## config.mk

```make
export PLATFORM = sky130hd
export DESIGN_NAME = opmode_seq
export DESIGN_NICKNAME = d
export VERILOG_FILES = /design/src/rtl/opmode_seq.sv
export SDC_FILE = /design/constraint.sdc
export NUM_CORES = 1
export LEC_CHECK = 0
export CAP_MARGIN = 40
export CORE_UTILIZATION = 50
export DETAILED_ROUTE_END_ITERATION = 6
export PLACE_DENSITY = 0.78
export SLEW_MARGIN = 15
export SYNTH_ARGS = -nofsm -noshare
export SYNTH_HDL_FRONTEND = slang
export SYNTH_SLANG_ARGS = --single-unit
```

## constraint.sdc

```tcl
create_clock -name clk_i -period 3.4 [get_ports clk_i]
set_clock_uncertainty 0.1 [all_clocks]
set_input_delay 0.51 -clock clk_i [delete_from_list [all_inputs] [get_ports clk_i]]
set_output_delay 0.51 -clock clk_i [all_outputs]
set_load 0.01 [all_outputs]
```

## src/rtl/opmode_seq.sv

```systemverilog
// opmode_seq: table-driven sequencer feeding OPMODE, CE and sync-reset of a downstream OPMODE register.
// Plays {OPMODE, REPEAT} steps after START, clears the register first, and flushes it on ABORT.
module opmode_seq #(
    parameter  int DEPTH = 8,
    parameter  int CNT_W = 8,
    localparam int AW    = $clog2(DEPTH)
) (
    input  logic             clk_i,
    input  logic             rst_n_i,
    input  logic             wr_en_i,
    input  logic [AW-1:0]    wr_addr_i,
    input  logic [6:0]       wr_opmode_i,
    input  logic [CNT_W-1:0] wr_repeat_i,
    input  logic [AW-1:0]    last_idx_i,
    input  logic             start_i,
    input  logic             abort_i,
    output logic             busy_o,
    output logic             done_o,
    output logic [AW-1:0]    step_idx_o,
    output logic [6:0]       opmode_o,
    output logic             cectrl_o,
    output logic             rstctrl_o
);

    typedef enum logic [2:0] {
        ST_IDLE  = 3'd0,
        ST_CLR   = 3'd1,
        ST_RUN   = 3'd2,
        ST_FLUSH = 3'd3,
        ST_DONE  = 3'd4
    } state_e;

    localparam logic [AW-1:0]    IDX0 = {AW{1'b0}};
    localparam logic [CNT_W-1:0] CNT0 = {CNT_W{1'b0}};

    state_e           state_q, state_d;
    logic [AW-1:0]    last_q, last_d;
    logic [AW-1:0]    idx_q, idx_d;
    logic [CNT_W-1:0] cnt_q, cnt_d;
    logic             busy_q, busy_d;
    logic             done_q, done_d;
    logic             ce_q, ce_d;
    logic             rstc_q, rstc_d;
    logic [AW-1:0]    step_q, step_d;
    logic [6:0]       op_q, op_d;
    logic [AW-1:0]    idx_nx_s;

    logic [6:0]       tbl_op_q  [DEPTH];
    logic [CNT_W-1:0] tbl_rep_q [DEPTH];

    assign idx_nx_s = idx_q + AW'(1'b1);

    // Step table: writable only while idle so a running sequence never sees it change.
    always_ff @(posedge clk_i or negedge rst_n_i) begin
        if (!rst_n_i) begin
            for (int i = 0; i < DEPTH; i++) begin
                tbl_op_q[i]  <= 7'd0;
                tbl_rep_q[i] <= CNT0;
            end
        end else if (wr_en_i && (state_q == ST_IDLE)) begin
            tbl_op_q[wr_addr_i]  <= wr_opmode_i;
            tbl_rep_q[wr_addr_i] <= wr_repeat_i;
        end
    end

    // Next state and next output values; outputs describe the state being entered.
    always_comb begin
        state_d = state_q;
        last_d  = last_q;
        idx_d   = idx_q;
        cnt_d   = cnt_q;
        busy_d  = busy_q;
        done_d  = 1'b0;
        ce_d    = ce_q;
        rstc_d  = rstc_q;
        step_d  = step_q;
        op_d    = op_q;
        case (state_q)
            ST_IDLE: begin
                if (start_i) begin
                    state_d = ST_CLR;
                    last_d  = last_idx_i;
                    idx_d   = IDX0;
                    cnt_d   = CNT0;
                    busy_d  = 1'b1;
                    ce_d    = 1'b1;
                    rstc_d  = 1'b1;
                    step_d  = IDX0;
                    op_d    = 7'd0;
                end else begin
                    busy_d = 1'b0;
                    ce_d   = 1'b0;
                    rstc_d = 1'b0;
                    step_d = IDX0;
                    op_d   = 7'd0;
                end
            end
            ST_CLR, ST_RUN: begin
                if (abort_i) begin
                    state_d = ST_FLUSH;
                    idx_d   = IDX0;
                    cnt_d   = CNT0;
                    busy_d  = 1'b1;
                    ce_d    = 1'b1;
                    rstc_d  = 1'b1;
                    step_d  = IDX0;
                    op_d    = 7'd0;
                end else if (state_q == ST_CLR) begin
                    state_d = ST_RUN;
                    idx_d   = IDX0;
                    cnt_d   = CNT0;
                    busy_d  = 1'b1;
                    ce_d    = 1'b1;
                    rstc_d  = 1'b0;
                    step_d  = IDX0;
                    op_d    = tbl_op_q[IDX0];
                end else if (cnt_q != tbl_rep_q[idx_q]) begin
                    cnt_d = cnt_q + CNT_W'(1'b1);
                end else if (idx_q != last_q) begin
                    idx_d  = idx_nx_s;
                    cnt_d  = CNT0;
                    step_d = idx_nx_s;
                    op_d   = tbl_op_q[idx_nx_s];
                end else begin
                    // Final step complete: OPMODE and STEP_IDX hold through the DONE cycle.
                    state_d = ST_DONE;
                    busy_d  = 1'b0;
                    done_d  = 1'b1;
                    ce_d    = 1'b0;
                    rstc_d  = 1'b0;
                end
            end
            default: begin
                state_d = ST_IDLE;
                idx_d   = IDX0;
                cnt_d   = CNT0;
                busy_d  = 1'b0;
                ce_d    = 1'b0;
                rstc_d  = 1'b0;
                step_d  = IDX0;
                op_d    = 7'd0;
            end
        endcase
    end

    // State, counters and registered outputs.
    always_ff @(posedge clk_i or negedge rst_n_i) begin
        if (!rst_n_i) begin
            state_q <= ST_IDLE;
            last_q  <= IDX0;
            idx_q   <= IDX0;
            cnt_q   <= CNT0;
            busy_q  <= 1'b0;
            done_q  <= 1'b0;
            ce_q    <= 1'b0;
            rstc_q  <= 1'b0;
            step_q  <= IDX0;
            op_q    <= 7'd0;
        end else begin
            state_q <= state_d;
            last_q  <= last_d;
            idx_q   <= idx_d;
            cnt_q   <= cnt_d;
            busy_q  <= busy_d;
            done_q  <= done_d;
            ce_q    <= ce_d;
            rstc_q  <= rstc_d;
            step_q  <= step_d;
            op_q    <= op_d;
        end
    end

    assign busy_o     = busy_q;
    assign done_o     = done_q;
    assign step_idx_o = step_q;
    assign opmode_o   = op_q;
    assign cectrl_o   = ce_q;
    assign rstctrl_o  = rstc_q;

endmodule
```

==> out/qor.csv, run 1 <==
stage,metric,value,unit
synthesis,synthCells,491,
worst_setup_path,setup.worst_path.end_class,flip-flop,
cells_and_area,syn_to_final_growth,17.2,%
global_route,grt_max_degree,92,
power_and_ir_drop,p_per_area,776,nW/um2
synthesis,synth_nets,519,
sta,period_share,0.903,
synthesis,yosysTopAreaCell,dfrtp_1,
sta,fmax,0.326,GHz
die,dieArea,14500,um2
sta,rsz0062_at_grt,no,
synthesis,synth_mux_area_frac,0.329,
synthesis,synth_edf_count,0,
synthesis,yosys-top-cells-area,"dfrtp_1 (53%), mux2_2 (20%), mux4_2 (6.7%)",
clocking,cts_buffers,17,
cells_and_area,antenna_cells,0,
routing,routed_via_density,5.90,
sta,tightest_slew,557,ps
placement,portBuffers,39,
synthesis,yosysSeqAreaShare,0.534,
clocking,clock_sinks,150,
synthesis,ys_ff_latch,150,
min_path,hp-class,in -> async,
clocking,post_cts_buffers,0,
placement,post-place-ws,329,ps
synthesis,synth_top_family_by_area,multiplexers,
sta,fin_hold_ws,331,ps
sta,slew_headroom,0.626,
routing,dr.pass1.iters,4,
synthesis,synth.avg_cell_area,14.3,um2
clocking,clk_pin_slew,60,ps
routing,drt_iter0_drc,308,
global_route,grtUsageTotal,0.222,
routing,vias,4334,
synthesis,ys_types,46,
sta,fin_ws,329,ps
synthesis,syn_area,7030,um2
clocking,ctsHoldBuffers,0,
global_route,overflow,0,
die,initial_core_util,0.521,
routing,post_drt_wl_per_cell,19.9,um
synthesis,yosysMostFrequentCell,dfrtp_1,
worst_setup_path,crit_fanout,11,
cells_and_area,drive_above_1_share,0.379,
sta,finalSetupTns,0,ps
clocking,cts_max_path_buffers,2,
sta,drv_slew,0,
worst_setup_path,crit_type,reg -> reg,
sta,min_period,3070,ps
die,die_h,121,um
synthesis,yosysTopAreaCellShare,0.534,
synthesis,synthSimpleGateAreaFrac,0.0617,
routing,ant_nets,0,
die,boundaryPins,40,
job,maxCapViolCount,0,
clocking,cts_tree,done,
synthesis,ys_warn_count,0,
synthesis,synth_common_cells,"dfrtp_1 (150), mux2_2 (126), mux2i_1 (24), nor2_1 (24), mux4_2 (21)",
power_and_ir_drop,p_leak,3.55,nW
status,status,finished clean,
synthesis,synth_compound_area_frac,0.0422,
worst_setup_path,worstSetupStartpointType,flip-flop,
global_route,grt_pass1_vias,4424,
clocking,cts_resized,0,
clocking,htree_levels,4,
global_route,grt_pass1_wl,23800,um
sta,hold_viol_final,0,
die,fp-row-count,42,
synthesis,synth-main-ff-cell,dfrtp_1,
sta,final-setup-viol-count,0,
worst_setup_path,cp.arrival,3270,ps
die,core_area,13500,um2
placement,hpwl,9410,um
clocking,cts-root-buf,clkbuf_16,
power_and_ir_drop,max-vdd-ir-drop,0.368,mV
placement,place.gp.congestion,0.771,
synthesis,synthArstFlopShare,1.00,
clocking,clkLatencyLatePin,420,ps
synthesis,synth_xor_area_frac,0.0112,
die,die-width,121,um
routing,wl,14600,um
synthesis,synth_fa_ha_area_frac,0.00356,
cells_and_area,final_net_count,575,
worst_setup_path,required,3600,ps
routing,drc,0,
global_route,antenna_found_initial,0,
[logic make-up after synthesis]
kind of cell / after synthesis
fa+ha+maj: 2
simple gates: 84
flops: 150
buf+inv: 26
mux: 181
compound gates: 39
xor+xnor: 9
[per-layer routing]
layer  part of all wire  GRT usage  vias to the layer above
met5                  0          0                        -
met3              0.047     0.0476                       16
met4              0.013     0.0756                        0
li1                   -          -                     1940
met1               0.46      0.304                     2270
met2               0.48      0.352                      108
[worst max-delay path: stages, from the launching register on]
cell and delay, ps:
dfrtp_2 530, mux4_1 580, mux2i_1 190, xor2_1 200
o2111ai_2 220, nor3_2 510, nand2_1 240, o311a_1 390
[placed cells by master (no fill, tap or decap), types with 9 or more instances in the layout]
master / count
dfrtp_1: 149
mux2_2: 126
clkdlybuf4s50_1: 38
nor2_1: 24
mux2i_1: 24
mux4_2: 21
nand2_1: 19
buf_4: 19
clkbuf_16: 17
xor2_1: 9
nand3_1: 9
[area by class of cell]
class                           count  area, um2
Clock buffer                       26        479
Clock inverter                      5       25.0
Fill cell                         983       5260
Inverter                            2       7.51
Multi-Input combinational cell    315       3170
Sequential cell                   150       3750
Tap cell                          176        220
Timing Repair Buffer               61        592
[power by group]
| part | total [mW] | switching, mW | internal (mW) |
|---|---|---|---|
| sequential | 2.97 | 0.427 | 2.54 |
| clock | 1.63 | 0.674 | 0.960 |
| combinational | 1.80 | 0.709 | 1.09 |
[worst paths after layout]
| kind | depth (start not counted) | from | slack (ps) | to |
|---|---|---|---|---|
| setup reg to reg | 7 | idx_q[0]$_DFFE_PN0P_ | 330 | state_q[1]$_DFFE_PN0P_ |
| hold / removal | 2 | rst_n_i | 330 | tbl_rep_q[18]$_DFFE_PN0P_ |
| hold reg to reg | 1 | tbl_rep_q[40]$_DFFE_PN0P_ | 400 | tbl_rep_q[40]$_DFFE_PN0P_ |
| setup / recovery | 7 | idx_q[0]$_DFFE_PN0P_ | 330 | state_q[1]$_DFFE_PN0P_ |
| max in group asynchronous | 4 | rst_n_i | 1910 | tbl_op_q[32]$_DFFE_PN0P_ |
| min in group clk_i | 1 | tbl_rep_q[40]$_DFFE_PN0P_ | 400 | tbl_rep_q[40]$_DFFE_PN0P_ |
[metrics by stage]
stage,power (mW),cell area (um2),cells,util
floorplan,4.21,7030,491,-
global placement,4.65,7700,702,0.570
global route,6.73,8240,735,0.610
detailed placement,4.79,7700,702,0.570
finish,6.40,8240,735,0.610
CTS,6.43,8210,733,0.608
[flip-flops by register name, summed over array words and instances, names as in the netlist, 3 cells and up]
name        flops
last_q          3
step_idx_o      3
tbl_op_q       56
state_q         3
idx_q           3
cnt_q           8
opmode_o        7
tbl_rep_q      64
(Power assumes the default switching activity.)
==> run 2: changes to the inputs <==
- SKIP_CTS_REPAIR_TIMING: not set -> 1
==> results of run 2 <==
The final DEF is identical to that of run 1; final timing and power are the same.
==> run 3: changes to the inputs <==
- PLACE_DENSITY: 0.78 -> 0.69
==> run 3 against run 2 <==
Flip-flop and latch count unchanged. Critical path type unchanged. Highest routed layer unchanged. Hold slack improved by 2.6 ps. Utilization increased by 0.99 points.
==> out/qor.csv, run 3 (same netlist as run 1, synthesis figures left out) <==
stage,metric,value,unit
status,status,finished clean,
worst_setup_path,slowest_stage,dfrtp_2,
routing,vias,4226,
global_route,antenna_found_initial,0,
sta,tightest_slew,553,ps
die,initial_core_util,0.521,
routing,drc,0,
worst_setup_path,crit_chain,buf_4 -> mux2_2 -> a2bb2oi_1 -> and3_1 -> o22ai_1 -> nor3_4 -> a31o_2 -> a221o_1,
cells_and_area,final_common_cell,dfrtp_1,
die,dieArea,14500,um2
global_route,grtUsageTotal,0.230,
clocking,clk_pin_slew,60,ps
worst_setup_path,crit_fanout,25,
global_route,overflow,0,
cells_and_area,largest_register_ffs,64,
clocking,cts_max_path_buffers,2,
sta,drv_slew,0,
worst_setup_path,worstSetupStartpointType,flip-flop,
clocking,cts_tree,done,
cells_and_area,drive_above_1_share,0.386,
power_and_ir_drop,p_per_area,798,nW/um2
min_path,hp-class,in -> async,
placement,portBuffers,39,
routing,wl,14900,um
cells_and_area,final_net_count,575,
placement,place.gp.congestion,0.842,
power_and_ir_drop,max-vdd-ir-drop,0.406,mV
worst_setup_path,cp.arrival,3280,ps
die,boundaryPins,40,
placement,hpwl,9710,um
sta,min_period,3080,ps
sta,slew_headroom,0.629,
power_and_ir_drop,p_leak,3.60,nW
worst_setup_path,rr_worst_depth,8,
cells_and_area,antenna_cells,0,
worst_setup_path,setup.worst_path.end_class,flip-flop,
worst_setup_path,ff2ff_setup_slack,320,ps
sta,period_share,0.906,
worst_setup_path,critPathMaxStageDelay,540,ps
global_route,grt_max_degree,91,
worst_setup_path,crit_type,reg -> reg,
cells_and_area,top_regs,"tbl_rep_q: 64 flops, tbl_op_q: 56 flops, cnt_q: 8 flops",
die,die-width,121,um
job,maxCapViolCount,0,
sta,fmax,0.325,GHz
clocking,cts_buffers,17,
die,die_h,121,um
routing,post_drt_wl_per_cell,20.3,um
clocking,clkLatencyLatePin,420,ps
clocking,htree_levels,4,
routing,dr.pass1.iters,4,
global_route,grt_pass1_wl,24600,um
cells_and_area,largest-register,tbl_rep_q,
clocking,clock_sinks,150,
cells_and_area,fillers,1009,
cells_and_area,postLayoutCoreUtil,0.620,
sta,rsz0062_at_grt,no,
cells_and_area,syn_to_final_growth,19.1,%
die,core_area,13500,um2
routing,routed_via_density,5.74,
clocking,cts-root-buf,clkbuf_16,
sta,final-setup-viol-count,0,
sta,hold_viol_final,0,
routing,drt_iter0_drc,197,
routing,ant_nets,0,
sta,finalSetupTns,0,ps
worst_setup_path,required,3600,ps
cells_and_area,final_cell_mix,"dfrtp_1 (149), mux2_2 (126), clkdlybuf4s50_1 (38)",
die,fp-row-count,42,
global_route,grt_pass1_vias,4482,
==> run 3: cell types whose count changed in the layout (fill, tap and decap cells not counted), sizes merged <==
cell	previous run	this run
bufinv	0	3
clkinv	5	2
clkinvlp	0	2
clkbuf	26	25
==> run 3: layout make-up <==
cell class,count,area [um2],area share
sequential,150,3750,0.448
tap,176,220,0.0263
clock inverter,7,119,0.0142
clock buffer,25,485,0.0579
inverter,2,7.51,0.000896
timing repair buffer,61,617,0.0736
multi-input combinational,315,3170,0.379
==> run 3: metrics by stage <==
step / std cells / cell area (um2) / setup WS [ps] / hold slack (ps) / power (mW)
finish: 736 / 8380 / 320 / 334 / 6.69
global route: 736 / 8380 / 105 / 329 / 7.07
CTS: 734 / 8330 / 243 / 94.1 / 6.72
detailed placement: 702 / 7730 / 261 / 388 / 4.79
global placement: 702 / 7730 / 301 / 381 / 4.67
floorplan: 491 / 7030 / 538 / 114 / 4.21
==> run 3: metal layers <==
metal | GRT usage | part of all wire | routed length, um
met3 | 0.0519 | 0.040 | 592
met1 | 0.309 | 0.45 | 6770
met2 | 0.371 | 0.49 | 7350
met4 | 0.0733 | 0.014 | 210
met5 | 0 | 0 | 0
==> run 3: power breakdown <==
group | internal, mW | leakage (nW) | switching [mW]
Sequential | 2.54 | 1.89 | 0.426
Clock | 1.21 | 0.288 | 0.694
Combinational | 1.09 | 1.42 | 0.719
==> run 3: worst paths after layout <==
check                                     startpoint                   endpoint
setup / recovery                idx_q[0]$_DFFE_PN0P_       cnt_q[2]$_DFFE_PN0P_
hold / removal                               rst_n_i       cnt_q[2]$_DFFE_PN0P_
setup reg to reg                idx_q[0]$_DFFE_PN0P_       cnt_q[2]$_DFFE_PN0P_
hold reg to reg            tbl_rep_q[32]$_DFFE_PN0P_  tbl_rep_q[32]$_DFFE_PN0P_
max in group asynchronous                    rst_n_i   tbl_op_q[22]$_DFFE_PN0P_
min in group clk_i         tbl_rep_q[32]$_DFFE_PN0P_  tbl_rep_q[32]$_DFFE_PN0P_
==> run 3: worst max-delay path: cells and delay by family, from the launching register on <==
| kind | cells | cell delay (ps) |
|---|---|---|
| compound gates | 4 | 1170 |
| mux | 1 | 380 |
| buf+inv | 1 | 440 |
| flops | 1 | 540 |
| simple gates | 2 | 320 |
